`src/rtl/mem_access_unit.sv`:
```
// Load/store initiator for a word-wide, byte-addressed data memory: lane extract/extend on loads,
// read-modify-write on sub-word stores. Define MAU_ALIGN_CHECK_EN to reject misaligned accesses.
module mem_access_unit #(
  parameter int RD_WAIT = 1,
  parameter int ADDR_W  = 32
) (
  input  logic              clk,
  input  logic              rst,
  input  logic              req_valid,
  output logic              req_ready,
  input  logic              req_we,
  input  logic [1:0]        req_size,
  input  logic              req_signed,
  input  logic [ADDR_W-1:0] req_addr,
  input  logic [31:0]       req_wdata,
  output logic              resp_valid,
  output logic [31:0]       resp_rdata,
  output logic              resp_err,
  output logic [ADDR_W-1:0] mem_addr,
  output logic [31:0]       mem_wdata,
  output logic              mem_rd,
  output logic              mem_wr,
  input  logic [31:0]       mem_rdata
);

  typedef enum logic [2:0] {
    IDLE, RD, RCAP, WR_SETUP, WR_PULSE, WR_HOLD, RESP
  } state_t;

  localparam int CNT_W = (RD_WAIT > 1) ? $clog2(RD_WAIT) : 1;

  state_t            state, state_nxt;
  logic              req_we_p0, req_signed_p0;
  logic [1:0]        req_size_p0, req_lane_p0;
  logic [31:0]       req_wdata_p0;
  logic [CNT_W-1:0]  wait_cnt_p0, wait_cnt_nxt;
  logic [ADDR_W-1:0] mem_addr_nxt;
  logic [31:0]       mem_wdata_nxt, resp_rdata_nxt;
  logic              resp_err_nxt;
  logic              accept, misaligned;

  // Shift the addressed lane down to bit 0 and extend; halfwords select by lane[1] only.
  function automatic logic [31:0] extend_lane(input logic [31:0] word, input logic [1:0] size,
                                               input logic sgn, input logic [1:0] lane);
    logic [31:0]        sh_b, sh_h, res;
    logic signed [7:0]  b;
    logic signed [15:0] h;
    logic signed [31:0] bx, hx;
    sh_b = word >> {lane, 3'b000};
    sh_h = word >> {lane[1], 4'b0000};
    b    = sh_b[7:0];
    h    = sh_h[15:0];
    bx   = b;
    hx   = h;
    case (size)
      2'b00:   res = sgn ? bx : {24'b0, sh_b[7:0]};
      2'b01:   res = sgn ? hx : {16'b0, sh_h[15:0]};
      default: res = word;
    endcase
    return res;
  endfunction

  function automatic logic [31:0] merge_lane(input logic [31:0] old, input logic [31:0] wdata,
                                              input logic [1:0] size, input logic [1:0] lane);
    logic [31:0] mask, ins;
    case (size)
      2'b00: begin
        mask = 32'h0000_00FF << {lane, 3'b000};
        ins  = {24'b0, wdata[7:0]} << {lane, 3'b000};
      end
      2'b01: begin
        mask = 32'h0000_FFFF << {lane[1], 4'b0000};
        ins  = {16'b0, wdata[15:0]} << {lane[1], 4'b0000};
      end
      default: begin
        mask = 32'hFFFF_FFFF;
        ins  = wdata;
      end
    endcase
    return (old & ~mask) | ins;
  endfunction

  assign accept = (state == IDLE) && req_valid;

`ifdef MAU_ALIGN_CHECK_EN
  assign misaligned = ((req_size == 2'b01) && req_addr[0]) ||
                      (req_size[1] && (req_addr[1:0] != 2'b00));
`else
  assign misaligned = 1'b0;
`endif

  always_comb begin
    state_nxt      = state;
    wait_cnt_nxt   = wait_cnt_p0;
    mem_addr_nxt   = mem_addr;
    mem_wdata_nxt  = mem_wdata;
    resp_rdata_nxt = resp_rdata;
    resp_err_nxt   = 1'b0;
    case (state)
      IDLE: begin
        if (req_valid) begin
          wait_cnt_nxt = CNT_W'(RD_WAIT - 1);
          if (misaligned) begin
            state_nxt      = RESP;
            resp_err_nxt   = 1'b1;
            resp_rdata_nxt = 32'h0;
          end else begin
            mem_addr_nxt = {req_addr[ADDR_W-1:2], 2'b00};
            if (req_we && req_size[1]) begin
              mem_wdata_nxt = req_wdata;
              state_nxt     = WR_SETUP;
            end else begin
              state_nxt = RD;
            end
          end
        end
      end
      RD: begin
        if (wait_cnt_p0 == '0) state_nxt = RCAP;
        else wait_cnt_nxt = wait_cnt_p0 - CNT_W'(1);
      end
      RCAP: begin
        // mem_rdata is only valid here; it feeds either the merge or the load result directly.
        if (req_we_p0) begin
          mem_wdata_nxt = merge_lane(mem_rdata, req_wdata_p0, req_size_p0, req_lane_p0);
          state_nxt     = WR_SETUP;
        end else begin
          resp_rdata_nxt = extend_lane(mem_rdata, req_size_p0, req_signed_p0, req_lane_p0);
          state_nxt      = RESP;
        end
      end
      WR_SETUP: state_nxt = WR_PULSE;
      WR_PULSE: state_nxt = WR_HOLD;
      WR_HOLD: begin
        resp_rdata_nxt = 32'h0;
        state_nxt      = RESP;
      end
      RESP:    state_nxt = IDLE;
      default: state_nxt = IDLE;
    endcase
  end

  // Control and output registers: all outputs are decoded from the next state.
  always_ff @(posedge clk) begin
    if (rst) begin
      state      <= IDLE;
      req_ready  <= 1'b1;
      resp_valid <= 1'b0;
      resp_err   <= 1'b0;
      resp_rdata <= 32'h0;
      mem_addr   <= '0;
      mem_wdata  <= 32'h0;
      mem_rd     <= 1'b0;
      mem_wr     <= 1'b0;
    end else begin
      state      <= state_nxt;
      req_ready  <= (state_nxt == IDLE);
      resp_valid <= (state_nxt == RESP);
      resp_err   <= resp_err_nxt;
      resp_rdata <= resp_rdata_nxt;
      mem_addr   <= mem_addr_nxt;
      mem_wdata  <= mem_wdata_nxt;
      mem_rd     <= (state_nxt == RD) || (state_nxt == RCAP);
      mem_wr     <= (state_nxt == WR_PULSE);
    end
  end

  // Request capture stage (_p0): fields held for the whole transaction.
  always_ff @(posedge clk) begin
    wait_cnt_p0 <= wait_cnt_nxt;
    if (accept) begin
      req_we_p0     <= req_we;
      req_signed_p0 <= req_signed;
      req_size_p0   <= req_size;
      req_lane_p0   <= req_addr[1:0];
      req_wdata_p0  <= req_wdata;
    end
  end

endmodule
```
`config.mk`:
```
export PLATFORM = sky130hd
export DESIGN_NAME = mem_access_unit
export DESIGN_NICKNAME = d
export VERILOG_FILES = /design/src/rtl/mem_access_unit.sv
export SDC_FILE = /design/constraint.sdc
export NUM_CORES = 1
export LEC_CHECK = 0
export ABC_CLOCK_PERIOD_IN_PS = 2300
export CAP_MARGIN = 20
export CORE_MARGIN = 4
export CORE_UTILIZATION = 42
export DETAILED_ROUTE_END_ITERATION = 12
export PLACE_DENSITY = 0.79
export SYNTH_ARGS = -nofsm -noshare
export SYNTH_HDL_FRONTEND = slang
export SYNTH_SLANG_ARGS = --single-unit
```
`constraint.sdc`:
```
create_clock -name clk -period 2.3 [get_ports clk]
set_input_delay 0.46 -clock clk [delete_from_list [all_inputs] [get_ports clk]]
set_output_delay 0.46 -clock clk [all_outputs]
set_load 0.005 [all_outputs]
```
==> results.md, run 1 <==
* Hpwl dp at between 10 and 15 mm
* Ratio of total power to cell area at 769.7 mW/mm2
* Transition time at the pin with the least slew margin at 0.7804 ns
* TritonRoute pass-1 iters at 5
* Layout-stage area growth over the synthesis result at 43.56%
* Via count of the first global-routing pass at 5,641
* Biggest fanout along the worst timing path at 10
* Detailed Route WL at 20.26 mm
* Critical path, cell by cell: buf_4 -> or2_1 -> a21oi_2 -> a221oi_2 -> o41ai_2
* Initial core utilization at 0.4259
* Setup slack of the most critical reg-to-reg path at 0.24 ns
* Max Root-Sink Buffers at 2
* Cells on worst reg2reg path at 5
* Final GP Congestion at ~0.95
* Final Power at around 7 mW
* Final hold slack at 0.4521 ns
* EDFF count, synth at 38
* Remaining routing DRC violations at 0
* Share of post-route cells with drive strength above 1 at 0.1256
* Placed instance count at 992
* Final Setup Violations at 0
* Number of cells produced by synthesis at 628
* Crit Reg-Reg Startpoint: req_lane_p0[0]$_DFFE_PP_
* WL/cell at 19.78 um
* Max Cap Viol at 0
* Nets at 926
* Worst Path Required at 2.60 ns
* Launch point of the worst path: req_lane_p0[0]$_DFFE_PP_
* Chip Height at 131.9 um
* Initial detailed-routing violation count at about 570
* Critical setup path kind: reg2reg
* Cell type group with the largest total delay on the critical path: compound AO/OA/AOI/OAI gates
* Fin crit period at 2.063 ns
* Count of buffers inserted at the top-level ports at 200
* Highest-count cells in the layout ignoring fill and taps: 199 x sky130_fd_sc_hd__clkdlybuf4s50_1, 101 x sky130_fd_sc_hd__dfxtp_1, 82 x sky130_fd_sc_hd__nand2_1, 48 x sky130_fd_sc_hd__a21oi_1, 42 x sky130_fd_sc_hd__nor2_1
* Post-route insts no fill at 1,024
* Initial antenna violation count at 0
* Post-synthesis sequential element count at between 100 and 150
* Buffers & Inverters on Critical Path at 1
* Tightest Hold Check Type: reg2reg
* CP arrival at between 2 and 2.5 ns
* Share of the yosys chip area belonging to registers at 0.4903
* Clk root buf: sky130_fd_sc_hd__clkbuf_16
* Pin count of the biggest net entering global routing at 70
* Unrepaired setup endpoints after global routing: no
* Wire length of the first global-routing pass at around 31 mm
* Die area at roughly 0.017 mm2
* Worst reg2reg endpoint: mem_wdata[27]$_SDFFE_PP0P_
* Total clock sinks at 139
* Final setup skew at 0.006840 ns
* Critical path capture point: mem_wdata[27]$_SDFFE_PP0P_
* Vias/cell at 5.707
* Register clock-pin slew on the reported worst setup and hold paths at approximately 0.06 ns
* Synth Cell Area at 0.006451 mm2
* LEAKAGE at 3.377 nW
* Synth async-reset ratio at 0
* Clk_lat worst skew at 0.42 ns
* Slew Limit Headroom at 0.4775
* Area of the core at 0.01515 mm2
* Max-slew violation count at 0
* Total I/O pin count at between 200 and 250
* Slowest cell on the critical path: sky130_fd_sc_hd__a21oi_2
* Cell depth of the worst min-delay path at 2
* Buffers inserted during post-CTS setup optimization at 0
* Peak supply drop at 0.0005118 V
* Fmax at around 480 MHz
* Remaining global-route overflow at 0
* Overall routing resource usage at 0.2255
* Critical path endpoint category: flip-flop
* Post-Syn Area per Cell at 10.27 um2
* Startpoint Class: flip-flop
* Most used flip-flop cell after synthesis: sky130_fd_sc_hd__dfxtp_1
* CP max stage delay at 0.50 ns
* Final-report hold violation count at 0
* Period Utilization, post-route at 0.8968
* Overall die width at approximately 130 um
* Critical Path Stages at 5
* Outcome: completed
* Cell row count at 45
* Antenna Cells at 0
* Total CTS buffers at 17
* CTS H-Tree Depth at 4
* Synthesis warning total at 0
* Count of unique library cells instantiated by Yosys at 56
* Clock tree from TritonCTS: built
* Number of filler instances in the final layout at ~1,200
* Post-route antenna net violation count at 0
* Most common library cell in the layout ignoring fill and taps: sky130_fd_sc_hd__clkdlybuf4s50_1
* Detailed-route via count at 5,844
[registers in the layout, summed over array words and instances (netlist names), 2 cells and up]
name	cells
req_lane_p0	2
state	3
mem_wdata	32
req_size_p0	2
resp_rdata	32
mem_addr	30
req_wdata_p0	32
[where the power goes]
part | internal (mW) | total, mW | switching [mW] | leakage, nW
logic | 0.849 | 1.67 | 0.823 | 1.93
clock network | 1.47 | 2.52 | 1.05 | 0.267
registers | 2.77 | 2.94 | 0.164 | 1.18
total | 5.10 | 7.13 | 2.03 | 3.38
[cells by family after synthesis]
family          synth area share
compound gates            0.2473
buf+inv                  0.05081
flops                     0.4903
mux                      0.04829
other cells            0.0005813
simple gates              0.1627
[layout make-up]
| type | count | area [um2] | area share |
|---|---|---|---|
| clock buffers | 23 | 479.2 | 0.05174 |
| clock inverters | 9 | 62.56 | 0.006755 |
| inverters | 3 | 11.26 | 0.001216 |
| multi-input cells | 424 | 2978 | 0.3215 |
| flip-flops and latches | 139 | 3163 | 0.3415 |
| well taps | 188 | 235.2 | 0.02540 |
| repair buffers | 238 | 2332 | 0.2518 |
[routing by layer]
layer	up-vias	GRT usage	share of wire
met2	304	0.3635	0.48
met3	42	0.06603	0.093
met1	2730	0.2881	0.41
li1	2768	-	-
met4	0	0.08285	0.024
met5	-	0	0
[through the flow]
| step | TNS [ns] | util | setup WS [ns] | area [um2] |
|---|---|---|---|---|
| 2_1_floorplan | 0 | - | 0.1540 | 6459 |
| 3_3_place_gp | -0.7044 | 0.5755 | -0.04489 | 8716 |
| 3_5_place_dp | -0.9330 | 0.5755 | -0.07369 | 8716 |
| 4_1_cts | 0 | 0.6112 | 0.1620 | 9258 |
| 5_1_grt | 0 | 0.6115 | 0.1418 | 9261 |
| 6_report | 0 | 0.6115 | 0.2373 | 9261 |
[synth_stat cells, drive strengths merged, types with 2 or more instances]
| cell type | instances | area share |
|---|---|---|
| edfxtp | 38 | 0.18 |
| nor2b | 7 | 0.0068 |
| or3 | 4 | 0.0039 |
| nand2 | 82 | 0.048 |
| mux2i | 22 | 0.036 |
| o21ai | 14 | 0.011 |
| o2bb2ai | 6 | 0.0081 |
| a22oi | 7 | 0.0081 |
| a311oi | 7 | 0.0095 |
| a32o | 17 | 0.026 |
| nand2b | 11 | 0.011 |
| inv | 3 | 0.0017 |
| and2 | 11 | 0.011 |
| clkbuf | 30 | 0.017 |
| a222oi | 10 | 0.016 |
| and3 | 2 | 0.0019 |
| nor4b | 3 | 0.0087 |
| nor2 | 43 | 0.026 |
| nor3 | 6 | 0.0047 |
| buf | 34 | 0.032 |
| a221o | 25 | 0.039 |
| o22ai | 8 | 0.0078 |
| nand3b | 26 | 0.030 |
| a211oi | 8 | 0.0093 |
| a22o | 7 | 0.0095 |
| a21oi | 51 | 0.041 |
| dfxtp | 101 | 0.31 |
| o41ai | 16 | 0.038 |
| mux2 | 5 | 0.0087 |
| a221oi | 8 | 0.019 |
[worst min path at each step]
stage	to	start	slack (ns)
6_report	mem_addr[6]$_SDFFE_PP0P_	mem_addr[6]$_SDFFE_PP0P_	0.45
5_1_grt	mem_addr[8]$_SDFFE_PP0P_	mem_addr[8]$_SDFFE_PP0P_	0.47
4_1_cts	mem_addr[6]$_SDFFE_PP0P_	mem_addr[6]$_SDFFE_PP0P_	0.45
3_5_place_dp	mem_addr[21]$_SDFFE_PP0P_	mem_addr[21]$_SDFFE_PP0P_	0.45
3_3_place_gp	mem_addr[17]$_SDFFE_PP0P_	mem_addr[17]$_SDFFE_PP0P_	0.44
2_1_floorplan	mem_addr[10]$_SDFFE_PP0P_	mem_addr[10]$_SDFFE_PP0P_	0.45
[repair_timing]
action,4_1_cts,5_1_grt
hold buffers,0,0
setup endpoints to repair,0,1
gates resized for setup,0,1
[worst reg2reg max path: stages, from the launching register on]
cell,delay [ns]
sky130_fd_sc_hd__edfxtp_1,0.45
sky130_fd_sc_hd__buf_4,0.21
sky130_fd_sc_hd__or2_1,0.25
sky130_fd_sc_hd__a21oi_2,0.50
sky130_fd_sc_hd__a221oi_2,0.19
sky130_fd_sc_hd__o41ai_2,0.34
No activity file was read; power rests on OpenSTA's default activity.
==> inputs of run 2 (changes only) <==
Settings changed: HOLD_SLACK_MARGIN set to 0.1, SLEW_MARGIN set to 5.
==> results of run 2 <==
No change in the layout: final DEF, timing and power equal those of run 1.
==> inputs of run 3 (changes only) <==
Settings changed: CAP_MARGIN 20 to not set, CTS_BUF_LIST set to sky130_fd_sc_hd__clkbuf_16.
==> results.md, run 3 (same netlist as run 1, synthesis figures left out) <==
* Overall routing resource usage at 0.2256 (about the same)
* Critical setup path kind: reg2reg
* Largest regs: mem_wdata (32), req_wdata_p0 (32), resp_rdata (32)
* Max Cap Viol at 0 (unchanged)
* Number of filler instances in the final layout at 1,239 (+0.16%)
* Max-slew violation count at 0 (unchanged)
* Cell area after placement at 0.008716 mm2 (unchanged)
* Fmax at 484.5 MHz (about the same)
* Final Setup Violations at 0 (unchanged)
* Layout-stage area growth over the synthesis result at 43.41%
* Wire length of the first global-routing pass at 31.17 mm (about the same)
* Die area at 0.01741 mm2 (unchanged)
* Post-route insts no fill at 1,024 (unchanged)
* Setup slack of the most critical reg-to-reg path at 0.24 ns (about the same)
* Area of the core at 0.01515 mm2 (unchanged)
* Placed instance count at 992 (unchanged)
* Final setup skew at 0.006650 ns (-0.0001895 ns)
* Finished Core Util at 0.6108 (-0.0006610)
* Clock tree from TritonCTS: built
* Transition time at the pin with the least slew margin at 0.7700 ns (-0.01043 ns)
* Slew Limit Headroom at 0.4845 (+0.006985)
* Remaining routing DRC violations at 0 (unchanged)
* Overall die width at 131.9 um (unchanged)
* Vias/cell at 5.688 (-0.33%)
* Final Power at 7.077 mW (-0.73%)
* Detailed-route via count at 5,825 (-0.33%)
* Biggest fanout along the worst timing path at 14 (+4)
* Antenna Cells at 0 (unchanged)
* Post-route antenna net violation count at 0 (unchanged)
* Initial antenna violation count at 0 (unchanged)
* Fin crit period at 2.064 ns (+0.001211 ns)
* Nets at 926 (unchanged)
* LEAKAGE at 3.390 nW (+0.40%)
* Cell row count at 45 (unchanged)
* Most common library cell in the layout ignoring fill and taps: sky130_fd_sc_hd__clkdlybuf4s50_1
* Via count of the first global-routing pass at 5,643 (+0.035%)
* Tightest Hold Check Type: reg2reg
* Register clock-pin slew on the reported worst setup and hold paths at 0.06 ns (about the same)
* Buffers inserted during post-CTS setup optimization at 0 (unchanged)
* TritonRoute pass-1 iters at 7 (+2)
* Worst Path Required at 2.60 ns (about the same)
* CP arrival at 2.37 ns (about the same)
* CTS H-Tree Depth at 4 (unchanged)
* Peak supply drop at 0.0005122 V (about the same)
* Cells on worst reg2reg path at 4 (-1)
* Initial core utilization at 0.4259 (unchanged)
* Hpwl dp at 14.69 mm (unchanged)
* Worst Setup Slack post-DPL at -0.07369 ns (unchanged)
* Final-report hold violation count at 0 (unchanged)
* Period Utilization, post-route at 0.8974 (about the same)
* Endpoint with the worst hold slack: mem_addr[6]$_SDFFE_PP0P_
* Final hold slack at 0.4521 ns (+0.00001100 ns)
* Startpoint of the worst hold path: mem_addr[6]$_SDFFE_PP0P_
* Remaining global-route overflow at 0 (unchanged)
* Count of buffers inserted at the top-level ports at 200 (unchanged)
* Pin count of the biggest net entering global routing at 70 (unchanged)
* Chip Height at 131.9 um (unchanged)
* Clk_lat worst skew at 0.42 ns (about the same)
* Startpoint Class: flip-flop
* Sum of negative setup slack at 0 ns (unchanged)
* Max Root-Sink Buffers at 2 (unchanged)
* WL/cell at 19.74 um (-0.21%)
* Total clock sinks at 139 (unchanged)
* Worst-case setup margin in the final layout at 0.2361 ns (-0.001211 ns)
* Critical path endpoint category: flip-flop
* Cell depth of the worst min-delay path at 2 (unchanged)
* Final GP Congestion at 0.9466 (unchanged)
* Outcome: completed
* Initial detailed-routing violation count at 577 (+2.1%)
* Crit Reg-Reg Startpoint: req_size_p0[0]$_DFFE_PP_
* Total CTS buffers at 17 (unchanged)
* Unrepaired setup endpoints after global routing: no
* Ratio of total power to cell area at 764.9 mW/mm2 (-0.62%)
* Total I/O pin count at 204 (unchanged)
* Clk root buf: sky130_fd_sc_hd__clkbuf_16
* Detailed Route WL at 20.21 mm (-0.21%)
* Share of post-route cells with drive strength above 1 at 0.1256 (unchanged)
* Worst reg2reg endpoint: mem_wdata[27]$_SDFFE_PP0P_
* Highest-count cells in the layout ignoring fill and taps: 199 x sky130_fd_sc_hd__clkdlybuf4s50_1, 101 x sky130_fd_sc_hd__dfxtp_1, 82 x sky130_fd_sc_hd__nand2_1, 48 x sky130_fd_sc_hd__a21oi_1, 42 x sky130_fd_sc_hd__nor2_1
* Cell area after layout at 0.009251 mm2 (-0.11%)
run 3: area by class of cell:
cell class | instances | area [um2] | area share
multi-input combinational | 424 | 2978 | 0.3219
sequential | 139 | 3163 | 0.3419
clock buffer | 18 | 450.4 | 0.04869
timing repair buffer | 238 | 2332 | 0.2521
inverter | 3 | 11.26 | 0.001217
tap | 188 | 235.2 | 0.02543
clock inverter | 14 | 81.33 | 0.008791
run 3: how the worst max path moves through the flow:
stage / to / slack (ns) / start / cells past startpoint
2_1_floorplan: req_lane_p0[0]$_DFFE_PP_ / 0.15 / state[2]$_SDFF_PP0_ / 5
5_1_grt: mem_wdata[17]$_SDFFE_PP0P_ / 0.14 / req_lane_p0[1]$_DFFE_PP_ / 5
3_5_place_dp: resp_rdata[16]$_SDFFE_PP0P_ / -0.07 / mem_rdata[31] / 5
4_1_cts: mem_wdata[17]$_SDFFE_PP0P_ / 0.16 / req_size_p0[1]$_DFFE_PP_ / 5
3_3_place_gp: resp_rdata[26]$_SDFFE_PP0P_ / -0.04 / mem_rdata[31] / 5
6_report: mem_wdata[27]$_SDFFE_PP0P_ / 0.24 / req_size_p0[0]$_DFFE_PP_ / 4
run 3: metal layers:
layer	track usage	share of wire
met1	0.2886	0.41
met5	0	0
met4	0.08285	0.022
met3	0.06603	0.087
met2	0.3632	0.48
run 3: what timing repair did:
item                                    CTS  global route
gates resized for setup                   0             1
endpoints found under the hold margin     0             0
hold buffers                              0             0
endpoints found under the setup margin    0             1
run 3: power breakdown:
part	switching [mW]	internal, mW
Sequential	0.163	2.77
Clock	1.05	1.42
Combinational	0.822	0.849
Total	2.03	5.05
run 3: worst max-delay path: stages (launching register included):
cell                       delay, ns
sky130_fd_sc_hd__edfxtp_1       0.58
sky130_fd_sc_hd__or2_1          0.33
sky130_fd_sc_hd__a21oi_2        0.50
sky130_fd_sc_hd__a221oi_2       0.19
sky130_fd_sc_hd__o41ai_2        0.34
